### src/rtl/multi_channel_raster_sequencer_if.sv
// Bus bundle for the raster sequencer: control, per-channel input streams,
// the merged raster output and status counters.
interface multi_channel_raster_sequencer_if #(
  parameter int CHANNELS    = 2,
  parameter int DATA_WIDTH  = 16,
  parameter int CNT_WIDTH   = 16,
  parameter int STALL_WIDTH = 32
);
  logic                                start_i;
  logic                                continuous_i;
  logic                                abort_i;
  logic [CHANNELS-1:0][DATA_WIDTH-1:0] data_i;
  logic [CHANNELS-1:0]                 valid_i;
  logic [CHANNELS-1:0]                 ready_o;
  logic [CHANNELS-1:0][DATA_WIDTH-1:0] data_o;
  logic [CNT_WIDTH-1:0]                col_o;
  logic [CNT_WIDTH-1:0]                row_o;
  logic                                valid_o;
  logic                                sof_o;
  logic                                eol_o;
  logic                                eof_o;
  logic                                busy_o;
  logic [CNT_WIDTH-1:0]                frame_count_o;
  logic [STALL_WIDTH-1:0]              stall_count_o;

  // Driver side: issues commands and pixel streams, observes the raster.
  modport master (
    output start_i, continuous_i, abort_i, data_i, valid_i,
    input  ready_o, data_o, col_o, row_o, valid_o, sof_o, eol_o, eof_o,
           busy_o, frame_count_o, stall_count_o
  );

  // Sequencer side.
  modport slave (
    input  start_i, continuous_i, abort_i, data_i, valid_i,
    output ready_o, data_o, col_o, row_o, valid_o, sof_o, eol_o, eof_o,
           busy_o, frame_count_o, stall_count_o
  );
endinterface

### src/rtl/multi_channel_raster_sequencer.sv
// Merges CHANNELS ready/valid pixel streams into one lock-stepped raster
// stream with column/row tags, frame markers and optional H/V blanking.

// One pixel lane: captures its channel's pixel on an accepted beat and
// holds it between beats.
module mcrs_lane #(
  parameter int DATA_WIDTH = 16
) (
  input  logic                  clk_i,
  input  logic                  rst_i,
  input  logic                  load,
  input  logic [DATA_WIDTH-1:0] din,
  output logic [DATA_WIDTH-1:0] dout
);
  // Capture on accept, hold otherwise
  always_ff @(posedge clk_i or negedge rst_i) begin
    if (!rst_i)    dout <= '0;
    else if (load) dout <= din;
  end
endmodule

module multi_channel_raster_sequencer #(
  parameter int CHANNELS     = 2,
  parameter int DATA_WIDTH   = 16,
  parameter int IMAGE_WIDTH  = 512,
  parameter int IMAGE_HEIGHT = 400,
  parameter int H_BLANK      = 0,
  parameter int V_BLANK      = 0,
  parameter int CNT_WIDTH    = 16,
  parameter int STALL_WIDTH  = 32
) (
  input  logic clk_i,
  input  logic rst_i,
  multi_channel_raster_sequencer_if.slave bus
);
  localparam logic [CNT_WIDTH-1:0] COL_LAST = CNT_WIDTH'(IMAGE_WIDTH - 1);
  localparam logic [CNT_WIDTH-1:0] ROW_LAST = CNT_WIDTH'(IMAGE_HEIGHT - 1);
  // Blank counters run 0..N-1; clamp so a zero-length blank stays legal.
  localparam logic [CNT_WIDTH-1:0] HB_LAST  = CNT_WIDTH'((H_BLANK > 0) ? H_BLANK - 1 : 0);
  localparam logic [CNT_WIDTH-1:0] VB_LAST  = CNT_WIDTH'((V_BLANK > 0) ? V_BLANK - 1 : 0);

  typedef enum logic [1:0] {IDLE, ACTIVE, HBLANK, VBLANK} state_t;

  typedef struct packed {
    logic [CNT_WIDTH-1:0] col;
    logic [CNT_WIDTH-1:0] row;
    logic                 sof;
    logic                 eol;
    logic                 eof;
  } beat_t;

  state_t                              state;
  logic [CNT_WIDTH-1:0]                col, row, blank_cnt;
  logic                                all_valid, accept, row_end, frame_end;
  beat_t                               beat_next, beat_q;
  logic                                valid_q;
  logic [CNT_WIDTH-1:0]                frame_count;
  logic [STALL_WIDTH-1:0]              stall_count;
  logic [CHANNELS-1:0][DATA_WIDTH-1:0] data_q;

  // Join: a beat moves only when every channel offers a pixel, and abort
  // blocks acceptance in its own cycle so no channel is consumed alone.
  assign all_valid   = &bus.valid_i;
  assign accept      = (state == ACTIVE) && all_valid && !bus.abort_i;
  assign row_end     = (col == COL_LAST);
  assign frame_end   = row_end && (row == ROW_LAST);
  assign bus.ready_o = {CHANNELS{accept}};

  assign beat_next.col = col;
  assign beat_next.row = row;
  assign beat_next.sof = (col == '0) && (row == '0);
  assign beat_next.eol = row_end;
  assign beat_next.eof = frame_end;

  // Sequencer FSM: raster position, blanking and frame re-arm
  always_ff @(posedge clk_i or negedge rst_i) begin
    if (!rst_i) begin
      state     <= IDLE;
      col       <= '0;
      row       <= '0;
      blank_cnt <= '0;
    end else if (bus.abort_i) begin
      state     <= IDLE;
      col       <= '0;
      row       <= '0;
      blank_cnt <= '0;
    end else begin
      case (state)
        IDLE: begin
          if (bus.start_i) begin
            state <= ACTIVE;
            col   <= '0;
            row   <= '0;
          end
        end
        ACTIVE: begin
          if (accept) begin
            if (!row_end) begin
              col <= col + 1'b1;
            end else if (!frame_end) begin
              col       <= '0;
              row       <= row + 1'b1;
              blank_cnt <= '0;
              if (H_BLANK > 0) state <= HBLANK;
            end else begin
              col       <= '0;
              row       <= '0;
              blank_cnt <= '0;
              // With no vertical blank, continuous_i is sampled on the last beat
              if (V_BLANK > 0)            state <= VBLANK;
              else if (!bus.continuous_i) state <= IDLE;
            end
          end
        end
        HBLANK: begin
          if (blank_cnt == HB_LAST) begin
            blank_cnt <= '0;
            state     <= ACTIVE;
          end else begin
            blank_cnt <= blank_cnt + 1'b1;
          end
        end
        VBLANK: begin
          if (blank_cnt == VB_LAST) begin
            blank_cnt <= '0;
            state     <= bus.continuous_i ? ACTIVE : IDLE;
          end else begin
            blank_cnt <= blank_cnt + 1'b1;
          end
        end
        default: state <= IDLE;
      endcase
    end
  end

  // Output beat register: markers pulse only with a beat, position holds
  always_ff @(posedge clk_i or negedge rst_i) begin
    if (!rst_i) begin
      valid_q <= 1'b0;
      beat_q  <= '0;
    end else begin
      valid_q <= accept;
      if (accept) begin
        beat_q <= beat_next;
      end else begin
        beat_q.sof <= 1'b0;
        beat_q.eol <= 1'b0;
        beat_q.eof <= 1'b0;
      end
    end
  end

  // Status: frame count steps with the eof beat; stall count saturates
  always_ff @(posedge clk_i or negedge rst_i) begin
    if (!rst_i) begin
      frame_count <= '0;
      stall_count <= '0;
    end else begin
      if (accept && frame_end)
        frame_count <= frame_count + 1'b1;
      if ((state == ACTIVE) && !all_valid && (stall_count != '1))
        stall_count <= stall_count + 1'b1;
    end
  end

  for (genvar c = 0; c < CHANNELS; c++) begin : g_lane
    mcrs_lane #(.DATA_WIDTH(DATA_WIDTH)) u_lane (
      .clk_i (clk_i),
      .rst_i (rst_i),
      .load  (accept),
      .din   (bus.data_i[c]),
      .dout  (data_q[c])
    );
  end

  assign bus.data_o        = data_q;
  assign bus.valid_o       = valid_q;
  assign bus.col_o         = beat_q.col;
  assign bus.row_o         = beat_q.row;
  assign bus.sof_o         = beat_q.sof;
  assign bus.eol_o         = beat_q.eol;
  assign bus.eof_o         = beat_q.eof;
  assign bus.busy_o        = (state != IDLE);
  assign bus.frame_count_o = frame_count;
  assign bus.stall_count_o = stall_count;
endmodule
### src/flat_wrapper.sv
// flat-port wrapper written by rule: the top's interface ports become plain ports
module multi_channel_raster_sequencer_flat 
#(
  parameter int CHANNELS     = 2,
  parameter int DATA_WIDTH   = 16,
  parameter int IMAGE_WIDTH  = 512,
  parameter int IMAGE_HEIGHT = 400,
  parameter int H_BLANK      = 0,
  parameter int V_BLANK      = 0,
  parameter int CNT_WIDTH    = 16,
  parameter int STALL_WIDTH  = 32
)
  (clk_i, rst_i, bus_start_i, bus_continuous_i, bus_abort_i, bus_data_i, bus_valid_i, bus_ready_o, bus_data_o, bus_col_o, bus_row_o, bus_valid_o, bus_sof_o, bus_eol_o, bus_eof_o, bus_busy_o, bus_frame_count_o, bus_stall_count_o);
  multi_channel_raster_sequencer_if #(.CHANNELS(CHANNELS), .DATA_WIDTH(DATA_WIDTH), .CNT_WIDTH(CNT_WIDTH), .STALL_WIDTH(STALL_WIDTH)) bus_i ();
  input  logic clk_i;
  input  logic rst_i;
  input wire logic [$bits(bus_i.start_i)-1:0] bus_start_i;
  input wire logic [$bits(bus_i.continuous_i)-1:0] bus_continuous_i;
  input wire logic [$bits(bus_i.abort_i)-1:0] bus_abort_i;
  input wire logic [$bits(bus_i.data_i)-1:0] bus_data_i;
  input wire logic [$bits(bus_i.valid_i)-1:0] bus_valid_i;
  output wire logic [$bits(bus_i.ready_o)-1:0] bus_ready_o;
  output wire logic [$bits(bus_i.data_o)-1:0] bus_data_o;
  output wire logic [$bits(bus_i.col_o)-1:0] bus_col_o;
  output wire logic [$bits(bus_i.row_o)-1:0] bus_row_o;
  output wire logic [$bits(bus_i.valid_o)-1:0] bus_valid_o;
  output wire logic [$bits(bus_i.sof_o)-1:0] bus_sof_o;
  output wire logic [$bits(bus_i.eol_o)-1:0] bus_eol_o;
  output wire logic [$bits(bus_i.eof_o)-1:0] bus_eof_o;
  output wire logic [$bits(bus_i.busy_o)-1:0] bus_busy_o;
  output wire logic [$bits(bus_i.frame_count_o)-1:0] bus_frame_count_o;
  output wire logic [$bits(bus_i.stall_count_o)-1:0] bus_stall_count_o;
  assign bus_i.start_i = bus_start_i;
  assign bus_i.continuous_i = bus_continuous_i;
  assign bus_i.abort_i = bus_abort_i;
  assign bus_i.data_i = bus_data_i;
  assign bus_i.valid_i = bus_valid_i;
  assign bus_ready_o = bus_i.ready_o;
  assign bus_data_o = bus_i.data_o;
  assign bus_col_o = bus_i.col_o;
  assign bus_row_o = bus_i.row_o;
  assign bus_valid_o = bus_i.valid_o;
  assign bus_sof_o = bus_i.sof_o;
  assign bus_eol_o = bus_i.eol_o;
  assign bus_eof_o = bus_i.eof_o;
  assign bus_busy_o = bus_i.busy_o;
  assign bus_frame_count_o = bus_i.frame_count_o;
  assign bus_stall_count_o = bus_i.stall_count_o;
  multi_channel_raster_sequencer #(.CHANNELS(CHANNELS), .DATA_WIDTH(DATA_WIDTH), .IMAGE_WIDTH(IMAGE_WIDTH), .IMAGE_HEIGHT(IMAGE_HEIGHT), .H_BLANK(H_BLANK), .V_BLANK(V_BLANK), .CNT_WIDTH(CNT_WIDTH), .STALL_WIDTH(STALL_WIDTH)) u_core (.clk_i(clk_i), .rst_i(rst_i), .bus(bus_i));
endmodule
### config.mk
export PLATFORM = sky130hd
export DESIGN_NAME = multi_channel_raster_sequencer_flat
export DESIGN_NICKNAME = d
export VERILOG_FILES = /design/src/rtl/multi_channel_raster_sequencer_if.sv /design/src/rtl/multi_channel_raster_sequencer.sv /design/src/flat_wrapper.sv
export SDC_FILE = /design/constraint.sdc
export NUM_CORES = 1
export LEC_CHECK = 0
export CAP_MARGIN = 20
export CORE_ASPECT_RATIO = 0.6
export CORE_MARGIN = 3
export CORE_UTILIZATION = 27
export DETAILED_ROUTE_END_ITERATION = 7
export GPL_TIMING_DRIVEN = 1
export PLACE_DENSITY = 0.56
export SKIP_CTS_REPAIR_TIMING = 1
export SYNTH_ARGS = -nofsm -noshare
export SYNTH_HDL_FRONTEND = slang
export SYNTH_SLANG_ARGS = --single-unit
export TNS_END_PERCENT = 20
### constraint.sdc
create_clock -name clk_i -period 2.36 [get_ports clk_i]
set_input_delay 0.236 -clock clk_i [delete_from_list [all_inputs] [get_ports clk_i]]
set_output_delay 0.236 -clock clk_i [all_outputs]
set_load 0.1 [all_outputs]
## Word level (Yosys, flattened, before mapping)

Index checks and enable logic that the tools add are counted.
W data, S select, Z words.

| storage, ports and cells | value |
|---|---|
| logic and storage cells | 80 |
| bits in latches | 0 |
| bits in writable memories | 0 |
| flip-flop bits (word level) | 166 |
| output and inout port bits | 119 |
| memory bits (read-only) | 0 |
| memories | 0 |
| input bits | 39 |

| operators by class | value |
|---|---|
| multipliers | 0 |
| add/subtract/negate cells | 5 |
| reductions and logical operators | 22 |
| shifts and indexed selects | 0 |
| bitwise logic cells | 0 |
| div/mod/pow operators | 0 |
| muxes and demuxes | 26 |
| magnitude comparators | 0 |
| eq/ne operators | 13 |

Operators by type and width:

| kind | count |
|---|---|
| $mux W16 | 12 |
| $pmux W16 S2 | 3 |
| $add A16 B1 Y16 const B | 4 |
| $logic_not A16 Y1 | 3 |
| $add A32 B1 Y32 const B | 1 |
| $eq A16 B9 Y1 const B | 2 |
| $ne A32 B32 Y1 const B | 1 |
| $mux W2 | 8 |
| $ne A3 B2 Y1 const B | 5 |
| $pmux W2 S4 | 1 |
| $logic_and A1 B1 Y1 | 7 |
| $reduce_and A7 Y1 | 1 |
| $ne A3 B3 Y1 const B | 2 |
| $reduce_and A3 Y1 | 2 |
| $reduce_bool A3 Y1 | 2 |
| $eq A2 B2 Y1 const B | 2 |
| $reduce_and A4 Y1 | 1 |
| $mux W3 | 1 |
| $eq A2 B1 Y1 const B | 1 |
| $logic_not A1 Y1 | 2 |
| $logic_not A2 Y1 | 1 |
| $reduce_and A2 Y1 | 1 |
| $reduce_bool A2 Y1 | 1 |
| $reduce_or A2 Y1 | 1 |
| $mux W1 | 1 |

## Longest topological paths before layout

| depth | value |
|---|---|
| depth after elaboration | 7 |
| mapped depth | 7 |
| depth with buffers taken out | 6 |

## Hierarchy

Synthesis repeated with hierarchy kept, for this count alone.

| unflattened totals | value |
|---|---|
| cell total of the unflattened synthesis | 642 |
| area total of the unflattened synthesis | 6,861.6 um^2 |

By module, submodules not included:

| module | times used | cells an instance | sequential area each (um^2) | area each (um^2) |
|---|---|---|---|---|
| multi_channel_raster_sequencer | 1 | 574 | 2,927.8 | 5,562.8 |
| mcrs_lane | 2 | 34 | 400.4 | 649.4 |

## Worst setup path after synthesis

No wires, ideal clock.

| timing | value |
|---|---|
| path type | register to register |
| from | register u_core.stall_count[12] (netlist: u_core.bus.stall_count_o[12]) |
| to | register u_core.stall_count[14] (netlist: u_core.bus.stall_count_o[14]) |
| slack | -0.108 ns |
| buffers on the path | 1 |
| data required time | 2.198 ns |
| library setup time | 0.162 ns |
| cell stages (with the launch flop) | 7 |
| period minus slack after synthesis | 2.468 ns |
| arrival | 2.305 ns |
| cell sequence | dfrtp_1 > nand3_1 > or2_2 > clkbuf_1 > o311ai_1 > nor2_1 > xor2_1 |

| on the way | value |
|---|---|
| word-level cells in the longest chain between the ends | 2 |
| elaborated cells between the ends (all ways) | 3 |
| classes of those cells | add/sub: 1; eq/ne: 1; reduce/logical: 1 |

RTL lines:

| item | line | RTL |
|---|---|---|
| from (decl) | multi_channel_raster_sequencer.sv:58 | `logic [STALL_WIDTH-1:0] stall_count;` |
| from (signal assigned) | multi_channel_raster_sequencer.sv:162 | `stall_count <= stall_count + 1'b1;` |
| branches (longest 2 deep; another with $add A32 B1 Y32) | n/a |  |

Several ways; the timed one is not identified.
A chain may end at the register's enable or synchronous reset.

## Final worst setup path

| timing | value |
|---|---|
| from | register u_core.state[0] |
| to | output port bus_ready_o[1] |

| on the way | value |
|---|---|
| word-level cells in the longest chain between the ends | 3 |

RTL lines:

| item | line | RTL |
|---|---|---|
| from (decl) | multi_channel_raster_sequencer.sv:52 | `state_t state;` |
| from (signal assigned) | multi_channel_raster_sequencer.sv:126 | `state <= bus.continuous_i ? ACTIVE : IDLE;` |
| $eq A2 B1 Y1 | multi_channel_raster_sequencer.sv:64 | `assign accept = (state == ACTIVE) && all_valid && !bus.abort_i;` |
| $logic_and A1 B1 Y1 (2 in a row) | multi_channel_raster_sequencer.sv:64 |  |
| to (decl) | flat_wrapper.sv:22 | `output wire logic [$bits(bus_i.ready_o)-1:0] bus_ready_o;` |

No other way between the ends.

==> results by group <==
Pwr
  – Post-route total power: 10.5 mW
  – PD cells: 1130 mW/mm2
  – Leak Pwr: 4.44 nW
  – Max IR drop VDD: 0.949 mV

Critical path
  – R2r setup slk: 0.23 ns
  – Worst R2R End: u_core.bus.frame_count_o[1]$_DFFE_PN0P_
  – Worst EP arrival: 1.97 ns
  – Launching point of the worst reg2reg path: u_core.row[6]$_DFFE_PN0P_
  – CP required: 2.12 ns
  – Setup crit start kind: flip-flop
  – Worst r2r path cells: 7
  – Crit end category: output port
  – Crit Path Class: reg2out
  – Max FO, Critical Path: 24

Synthesis
  – Synth top area share: 0.555
  – Commonest cells in the netlist: nand2_1 (215), dfrtp_1 (149), xnor2_1 (36)
  – Mapped Area: 0.00672 mm2
  – Ys Warns: 0
  – Count leader, synth: nand2_1
  – Area contributors post-synth: dfrtp_1 (56%), nand2_1 (12%), xnor2_1 (4.7%), nand3_1 (2.6%), xor2_1 (2.5%)
  – Average cell area after synthesis: 9.61 um2
  – Yosys cell types: 47
  – Mapped Cells: 699
  – Synth Flop Type: dfrtp_1
  – Async SR Flop Fraction: 1.00
  – Synth Net Count: 744
  – Area leader, netlist: dfrtp_1
  – Register area share after synthesis: 0.555
  – Number of synthesized flops with an enable pin: 0
  – Seq cells post-synth: 149

Drt
  – Detailed Routing Iterations Pass 1: 5
  – DRT Wirelength: 19300 um
  – Via count: 5598
  – WL/cell: 15.8 um
  – First DRT Iteration DRCs: 358
  – Post-route DRC: 0
  – Via/cell ratio: 4.58
  – Post-route ant nets: 0

Final layout
  – Ant diodes: 0
  – Final net count: 933
  – Layout cells sized above 1: 0.242
  – Area Growth Syn to Fin: 38.6%

Timing
  – Setup-failing EPs final: 0
  – Setup total negative slack: 0 ns
  – FMAX: 453 MHz
  – Final period util: 0.935
  – Max-slew headroom: 0.593
  – Period minus WS final: 2.21 ns
  – RSZ-0062 raised after global routing: false
  – Final hold vios: 0
  – Least-Margin Pin Slew: 0.606 ns
  – Max-slew violation count: 0
  – Clock skew: 0.00999 ns

Clock tree
  – Worst-Skew Late Latency: 0.43 ns
  – CTS tree: done
  – CTS Buf Count: 17
  – CTS Buffer Depth: 2
  – CTS sink count: 149
  – Htree depth: 4
  – CTS Root Cell: clkbuf_16
  – Worst-path clk slew: 0.06 ns

Placement
  – Final HPWL DP: 14000 um
  – I/O Buffers: 157
  – GPL Wtd Cong: 0.805

Floorplan
  – I/O pins: 158
  – Core outline area: 0.0243 mm2
  – Std cell rows: 44
  – Die width: 210 um
  – Die Footprint: 0.0269 mm2
  – Starting Density: 0.276
  – Die Y: 128 um

Run
  – Max Cap Viol: 0

Global route
  – Antenna violations before repair: 0
  – Grt total ovfl: 0
  – Vias in the first global route: 5288
  – All-layer global routing usage: 0.145
  – Largest net degree at the start of global routing: 59
  – Global-route wire length before repair: 30600 um

Min path
  – Worst min path class: in2async

Outcome
  – Status: complete, no violations
==> cell type report <==
type	instances	area (um2)
Tap cell	322	403
Fill cell	2478	15000
Timing Repair Buffer	194	1640
Inverter	15	56.3
Clock inverter	12	176
Multi-Input combinational cell	511	2830
Clock buffer	20	467
Sequential cell	149	3740
==> placed cells by master (no fill, tap or decap), types with 4 or more instances in the layout <==
cell / instances
a21oi_1: 16
and2_1: 5
and3_1: 13
and4_1: 10
buf_12: 5
buf_4: 149
bufinv_16: 4
clkbuf_16: 18
clkdlybuf4s50_1: 37
dfrtp_1: 137
dfrtp_2: 12
ha_1: 6
inv_1: 14
nand2_1: 215
nand2b_1: 4
nand3_1: 35
nand4_1: 26
nor2_1: 30
nor3_1: 10
nor4_1: 7
nor4_4: 4
o21ai_0: 27
o31ai_1: 4
or3_1: 6
xnor2_1: 36
xor2_1: 19
==> sequential cells by signal, indices dropped and copies added, names as in the netlist <==
signal / count
u_core.bus.eof_o: 1
u_core.bus.col_o: 16
u_core.row: 16
u_core.bus.row_o: 16
u_core.col: 16
u_core.bus.sof_o: 1
u_core.state: 1
u_core.bus.frame_count_o: 16
u_core.bus.stall_count_o: 32
u_core.bus.eol_o: 1
u_core.g_lane.u_lane.dout: 32
u_core.bus.valid_o: 1
==> cell families after synthesis <==
logic type / count (synthesis) / share of synthesized area
AO/OA/AOI/OAI: 64 / 0.0585
XOR/XNOR: 55 / 0.0717
adder cells (fa/ha/maj): 6 / 0.0112
buffers and inverters: 39 / 0.0240
flip-flops: 149 / 0.555
multiplexers: 3 / 0.00503
AND/OR/NAND/NOR: 383 / 0.274
==> critical path, stage by stage (launching register included) <==
cell	delay, ns
dfrtp_2	0.44
nand4b_1	0.24
buf_4	0.29
inv_2	0.14
buf_12	0.21
buf_12	0.20
==> metrics by stage <==
step | cells | util | area (um2) | worst slack, ns | hold slack (ns)
2_1_floorplan | 699 | - | 6730 | -0.0306 | -0.0596
3_3_place_gp | 1189 | 0.355 | 8630 | 0.228 | 0.223
3_5_place_dp | 1189 | 0.355 | 8630 | 0.162 | 0.225
4_1_cts | 1221 | 0.381 | 9270 | 0.0558 | -0.249
5_1_grt | 1223 | 0.383 | 9310 | 0.0156 | 0.326
6_report | 1223 | 0.383 | 9310 | 0.154 | 0.324
==> layer usage <==
layer  up-vias  GRT usage  share of wire
met2       159      0.179           0.37
met4         0     0.0425          0.011
met3        19     0.0474          0.072
met5         -          0              0
met1      2667      0.232           0.55
li1       2753          -              -
==> where the power goes <==
group          leakage, nW  switching, mW  total (mW)  internal [mW]
clock                0.312           1.11        2.96           1.85
combinational         2.13           3.42        4.31          0.885
sequential            2.00          0.281        3.22           2.94
total                 4.44           4.81        10.5           5.67
==> worst max-delay path by stage <==
stage / end / slack, ns / from / depth (start not counted)
2_1_floorplan: u_core.bus.stall_count_o[23]$_DFFE_PN0P_ / -0.03 / u_core.bus.stall_count_o[8]$_DFFE_PN0P_ / 5
3_3_place_gp: u_core.bus.frame_count_o[7]$_DFFE_PN0P_ / 0.23 / bus_valid_i[0] / 7
3_5_place_dp: u_core.bus.frame_count_o[5]$_DFFE_PN0P_ / 0.16 / bus_valid_i[0] / 7
4_1_cts: bus_ready_o[0] / 0.06 / u_core.state[0]$_DFFE_PN0P_ / 5
5_1_grt: bus_ready_o[0] / 0.02 / u_core.state[0]$_DFFE_PN0P_ / 5
6_report: bus_ready_o[1] / 0.15 / u_core.state[0]$_DFFE_PN0P_ / 5
No activity file was read; power rests on OpenSTA's default activity.
